`src/rtl/melody_sequencer.sv`:
```
// Transport/tempo controller: play/pause/stop, step timing and articulation gap.
// Define MELODY_LOOP_EN to wrap to step 0 at song end instead of stopping in DONE.
module melody_sequencer #(
   parameter int unsigned STEP_TICKS = 12500000,
   parameter int unsigned GAP_TICKS  = 1250000,
   parameter int unsigned SONG_LEN   = 148,
   parameter int unsigned TICK_W     = 24
) (
   input  logic       clk,
   input  logic       rst,
   input  logic       play,
   input  logic       pause,
   input  logic       stop,
   output logic [7:0] step,
   output logic       note_en,
   output logic       playing,
   output logic       done
);

   typedef enum logic [1:0] {
      S_IDLE,
      S_PLAY,
      S_PAUSE,
      S_DONE
   } state_t;

   localparam logic [TICK_W-1:0] TICK_LAST = TICK_W'(STEP_TICKS - 1);
   localparam logic [7:0]        STEP_LAST = 8'(SONG_LEN - 1);
   localparam int unsigned       SOUND_TICKS = STEP_TICKS - GAP_TICKS;

   state_t            state_q, state_d;
   logic [7:0]        step_q, step_d;
   logic [TICK_W-1:0] tick_q, tick_d;
   logic              note_en_q, note_en_d;
   logic              playing_q, playing_d;
   logic              done_q, done_d;
   logic              step_end;
   logic              last_step;

   always_comb begin
      state_d   = state_q;
      step_d    = step_q;
      tick_d    = tick_q;
      done_d    = 1'b0;
      step_end  = (tick_q == TICK_LAST);
      last_step = (step_q == STEP_LAST);

      if (stop) begin
         state_d = S_IDLE;
         step_d  = '0;
         tick_d  = '0;
      end else begin
         unique case (state_q)
            S_IDLE: begin
               if (play) begin
                  state_d = S_PLAY;
                  step_d  = '0;
                  tick_d  = '0;
               end
            end
            S_PLAY: begin
               // A pause landing on a step end lets the advance finish first.
               if (pause && !step_end) begin
                  state_d = S_PAUSE;
               end else if (step_end) begin
                  tick_d = '0;
                  if (!last_step) begin
                     step_d = step_q + 8'd1;
                  end else begin
                     done_d = 1'b1;
`ifdef MELODY_LOOP_EN
                     step_d = '0;
`else
                     state_d = S_DONE;
`endif
                  end
                  if (pause && state_d == S_PLAY)
                     state_d = S_PAUSE;
               end else begin
                  tick_d = tick_q + 1'b1;
               end
            end
            S_PAUSE: begin
               if (!pause && play)
                  state_d = S_PLAY;
            end
            S_DONE: begin
               if (play) begin
                  state_d = S_PLAY;
                  step_d  = '0;
                  tick_d  = '0;
               end
            end
            default: begin
               state_d = S_IDLE;
               step_d  = '0;
               tick_d  = '0;
            end
         endcase
      end

      playing_d = (state_d == S_PLAY);
      note_en_d = playing_d && (32'(tick_d) < SOUND_TICKS);
   end

   always_ff @(posedge clk) begin
      if (rst) begin
         state_q   <= S_IDLE;
         step_q    <= '0;
         tick_q    <= '0;
         note_en_q <= 1'b0;
         playing_q <= 1'b0;
         done_q    <= 1'b0;
      end else begin
         state_q   <= state_d;
         step_q    <= step_d;
         tick_q    <= tick_d;
         note_en_q <= note_en_d;
         playing_q <= playing_d;
         done_q    <= done_d;
      end
   end

   assign step    = step_q;
   assign note_en = note_en_q;
   assign playing = playing_q;
   assign done    = done_q;

endmodule
```
`config.mk`:
```
export PLATFORM = sky130hd
export DESIGN_NAME = melody_sequencer
export DESIGN_NICKNAME = d
export VERILOG_FILES = /design/src/rtl/melody_sequencer.sv
export SDC_FILE = /design/constraint.sdc
export NUM_CORES = 1
export LEC_CHECK = 0
export BUFFER_PORTS_ARGS = -buffer_cell sky130_fd_sc_hd__buf_2
export CORE_MARGIN = 4
export CORE_UTILIZATION = 32
export CTS_BUF_LIST = sky130_fd_sc_hd__clkbuf_8 sky130_fd_sc_hd__clkbuf_16
export CTS_CLUSTER_SIZE = 10
export DETAILED_ROUTE_END_ITERATION = 6
export HOLD_SLACK_MARGIN = 0.02
export SYNTH_ARGS = -nofsm -noshare
export SYNTH_HDL_FRONTEND = slang
export SYNTH_SLANG_ARGS = --single-unit
```
`constraint.sdc`:
```
create_clock -name clk -period 2.5 [get_ports clk]
set_input_delay 0.625 -clock clk [delete_from_list [all_inputs] [get_ports clk]]
set_output_delay 0.625 -clock clk [all_outputs]
set_load 0.005 [all_outputs]
```
# Yosys cells after proc, flatten, opt, wreduce, memory -nomap -nowiden
# Index checks and enable logic that the tools add are counted.
# word_totals
out_inout_bits	11
elab_cells	57
register_bits	37
in_bits	5
# op_classes
bitwise	2
eq_ne	11
magnitude_cmp	1
reduce_logical	12
n_mux	23
add_sub_neg	2
# ops
op	count
24-bit two-way mux	4
24-bit one-hot mux with 2 select lines	1
8-bit two-way mux	4
24-bit by 1-bit adder with 24-bit output (second input constant)	1
24-bit == test (second input constant)	1
24-bit less-than comparator (second input constant)	1
2-bit two-way mux	11
8-bit one-hot mux with 2 select lines	1
8-bit by 1-bit adder with 8-bit output (second input constant)	1
8-bit == test (second input constant)	1
2-bit by 1-bit == test with 1-bit output (second input constant)	3
2-bit inequality test (second input constant)	3
2-bit one-hot mux with 3 select lines	1
5-bit AND reduction	1
5-bit OR reduction	1
2-bit == test (second input constant)	2
1-bit logical AND	4
2-bit OR reduction	2
1-bit zero test	2
2-bit zero test	1
2-bit by 1-bit inequality test with 1-bit output (second input constant)	1
1-bit NOT	2
2-bit nonzero test	1
1-bit two-way mux	1

# Depth between registers and ports, before layout
# logic_depth
ltp_word	15
mapped_depth	11

# Least setup slack after synthesis
# No wires, ideal clock.
# synth_timing
path_type	register to register
startpoint	register tick_q[0]
endpoint	register note_en_q (netlist: note_en)
slack_ns	-0.004
synth_period_minus_slack_ns	2.504
path_stages_with_launch	12
arrival_time_ns	2.366
n_path_buf	2
cell_sequence	dfxtp_1 > ha_1 > nor4bb_1 > and3_1 > clkbuf_1 > a21o_1 > buf_2 > nor3_2 > a21oi_1 > or4_1 > o311ai_1 > a311oi_1
# synth_via
elab_chain_len	8
# synth_rtl
item	line	text
from (decl)	33	logic [TICK_W-1:0] tick_q, tick_d;
from (signal assigned)	117	tick_q <= tick_d;
parallel branches: the longest is 7 deep, another holds 24-bit by 1-bit adder with 24-bit output	-	
1-bit logical AND *	103	note_en_d = playing_d && (32'(tick_d) < SOUND_TICKS);
to (signal assigned)	118	note_en_q <= note_en_d;
to (decl)	34	logic note_en_q, note_en_d;
# Mark *: on every way between the ends.
# A chain may end at the register's enable or synchronous reset.

# Worst setup path in the final report
# Same ends and word-level chain as after synthesis.

==> results.md <==
* Sequential-to-total area share from yosys stat at 0.319
* Die area at 0.00868 mm^2
* Worst slew pin tran at 0.442 ns
* Grt ovf at 0
* Yosys top cell by area: dfxtp_1
* Top cells by area, synth: dfxtp_1 (32%), nor2_1 (6.0%), a21oi_1 (5.0%)
* Async S/R FF share, synth at 0
* Post-synth EDFFs at 0
* Initial core utilization at 0.336
* Footprint of the multi-input gates at 0.00162 mm^2
* Post-route ant nets at 0
* Share of layout cells above drive strength 1 at 0.381
* Final setup viols at 1
* Crit path max fanout at 4
* RSZ-0062 raised after global routing: true
* Root Driver: clkbuf_8
* Number of global-route vias before repair at 2506
* Clk pin slew, worst setup/hold paths at 0.08 ns
* Vias per Instance at 5.59
* Sink Count at 37
* Sequential cell area at 754 um^2
* Buffers and inverters on the worst path at 0
* Most used cell, CP: or3_4
* Core Box Area at 0.00691 mm^2
* Post-Syn Nets at 313
* First-pass GRT wire length at 12500 um
* Syn Inst Count at 304
* Final setup margin at -0.0154 ns
* Largest family of logic cells by synthesized area: simple AND/OR/NAND/NOR gates
* Drt pass-1 iters at 5
* Post-synthesis mux area share at 0
* Power Density at 391 mW/mm^2
* GRT Total Usage at 0.182
* Synth unique cells at 56
* Min Tclk post-route at 2.52 ns
* Placed cell areas at 0.00306 mm^2
* Routability Congestion at 0.923
* Max Root-Sink Buffers at 2
* Compound-Gate Fraction of Synth Area at 0.234
* CTS tree: built
* Clk Latency, worst-skew pair at 0.29 ns
* CP Capture Type: flop
* I/O pins at 16
* Xor and xnor area share after synthesis at 0.0264
* Die X at 93.1 um
* FF+latch count, synth at 37
* Starting DRC count in detailed routing at 258
* Post-Route WL at 8030 um
* Top cell type's share of synthesized area at 0.319
* Avg Cell Area, Syn at 7.63 um^2
* Pre-CTS setup slack at -0.246 ns
* Failing checks: setup timing
* Crit-path cells: nand4_1, or3_4, or3_4, nor3_4, a21oi_4, or4_4, o311ai_4, a311oi_1
* Final hold violation count at 0
* Crit start category: flop
* Chip height at 93.1 um
* Initial antenna violation count at 0
* Post-synth top cells: dfxtp_1 (37), nor2_1 (37), a21oi_1 (23), nand2_1 (22), o21ai_0 (18)
* Nets at 404
* Worst clock skew at 0.00541 ns
* Diodes inserted at 0
* Final HPWL DP at 5740 um
* Hold Slack at 0.483 ns
* Peak supply drop at 0.341 mV
* CP max-delay cell: or3_4
* Overall Power at 1.32 mW
* DR WL/cell at 16.3 um
* CP top delay family: simple AND/OR/NAND/NOR gates
* Crit Path Class: reg2reg
* Top FF cell, synth: dfxtp_1
* Via count at 2750
* Max Transition Viols Final at 0
* CTS H-Tree Depth at 2
* TritonCTS Buffers at 5
* Critical Path AT at 2.68 ns
* Largest net degree at the start of global routing at 17
* Synthesis warning total at 0
* CP Data Required Time at 2.67 ns
* CP max stage delay at 0.43 ns
* # port buffers at 15
* Fill count at 706
* Leakage power figure at 1.26 nW
* Max Fclk at 398 MHz
* Layout area overhead at 45.6%
* Outcome: complete, but fails checks
* Mapped Area at 0.00232 mm^2
* # rows at 30
* Max_slew headroom at 0.702
* MaxCap Viol Count at 0
* Worst hold path type: reg2reg
* Design area at 0.00338 mm^2
* Post-Synth Adder-Cell Area at 0.0216
* Period utilisation layout at 1.01
* Drt drc at 0
* Synth Area in Simple Gates at 0.357
path summary, 6_finish.rpt:
kind                           from                      to  slack (ns)  depth (start not counted)
min reg2reg  tick_q[1]$_SDFFE_PP0P_  tick_q[1]$_SDFFE_PP0P_        0.48                          2
max reg2reg  tick_q[0]$_SDFFE_PP0P_      note_en$_SDFF_PP0_       -0.02                          8
max          tick_q[0]$_SDFFE_PP0P_      note_en$_SDFF_PP0_       -0.02                          8
min          tick_q[1]$_SDFFE_PP0P_  tick_q[1]$_SDFFE_PP0P_        0.48                          2
stage by stage:
stage	utilization	setup TNS, ns	std cells
3_5_place_dp	0.443	-0.246	479
5_1_grt	0.489	-0.128	492
6_report	0.489	-0.0154	492
4_1_cts	0.469	0	488
3_3_place_gp	0.443	-0.225	479
2_1_floorplan	-	0	304
repair_timing:
item / in CTS / in global routing
hold buffers: 0 / 0
resized for setup: 13 / 29
gates cloned: 0 / 0
pin swaps: 7 / 19
endpoints found under the setup margin: 1 / 9
buffers inserted: 1 / 4
area by class of cell:
type,count,area share
sequential,37,0.223
multi-input combinational,242,0.480
timing repair buffer,101,0.218
clock buffer,6,0.0244
clock inverter,2,0.0100
tap,96,0.0356
inverter,8,0.00889
state kept, by name (all words and copies together), names as in the netlist:
| signal | flops |
|---|---|
| tick_q | 24 |
| step | 8 |
| state_q | 2 |
| done | 1 |
| note_en | 1 |
| playing | 1 |
cells by family (layout without fill, tap and decap cells):
logic type / count (synthesis) / in the layout
AOI/OAI and AO/OA: 81 / 81
xor gates and xnor gates: 7 / 7
adders and majority gates: 4 / 4
buffers and inverters: 25 / 117
DFF: 37 / 37
and+or+nand+nor: 150 / 150
power breakdown:
group	switching [mW]	internal, mW
logic	0.106	0.0787
clock network	0.222	0.321
registers	0.00278	0.592
worst min-delay path, cell delays in order, from the launching register on:
cell and delay (ns):
dfxtp_2 0.34, nand2_1 0.05, a21oi_1 0.05
placed cells by master, fill, tap and decap left out, drive strengths merged, types with 4 or more instances in the layout:
| cell | count |
|---|---|
| a21boi | 4 |
| a21o | 4 |
| a21oi | 25 |
| a31oi | 4 |
| a41oi | 4 |
| and2 | 6 |
| and3 | 6 |
| buf | 101 |
| clkbuf | 6 |
| dfxtp | 37 |
| ha | 4 |
| inv | 9 |
| nand2 | 22 |
| nand2b | 6 |
| nand3 | 12 |
| nand4 | 15 |
| nor2 | 37 |
| nor2b | 5 |
| nor3 | 10 |
| nor4 | 9 |
| nor4b | 5 |
| o21ai | 18 |
| o311ai | 4 |
| or3 | 6 |
| xor2 | 6 |
layer usage:
layer	share of wire	GRT usage	routed length (um)	up-vias
met5	0	0	0	-
met4	0.012	0.0635	95	0
met3	0.066	0.0346	531	11
met2	0.47	0.290	3770	110
met1	0.45	0.246	3630	1316
li1	-	-	-	1313
Power figures use the tool's default switching activity.
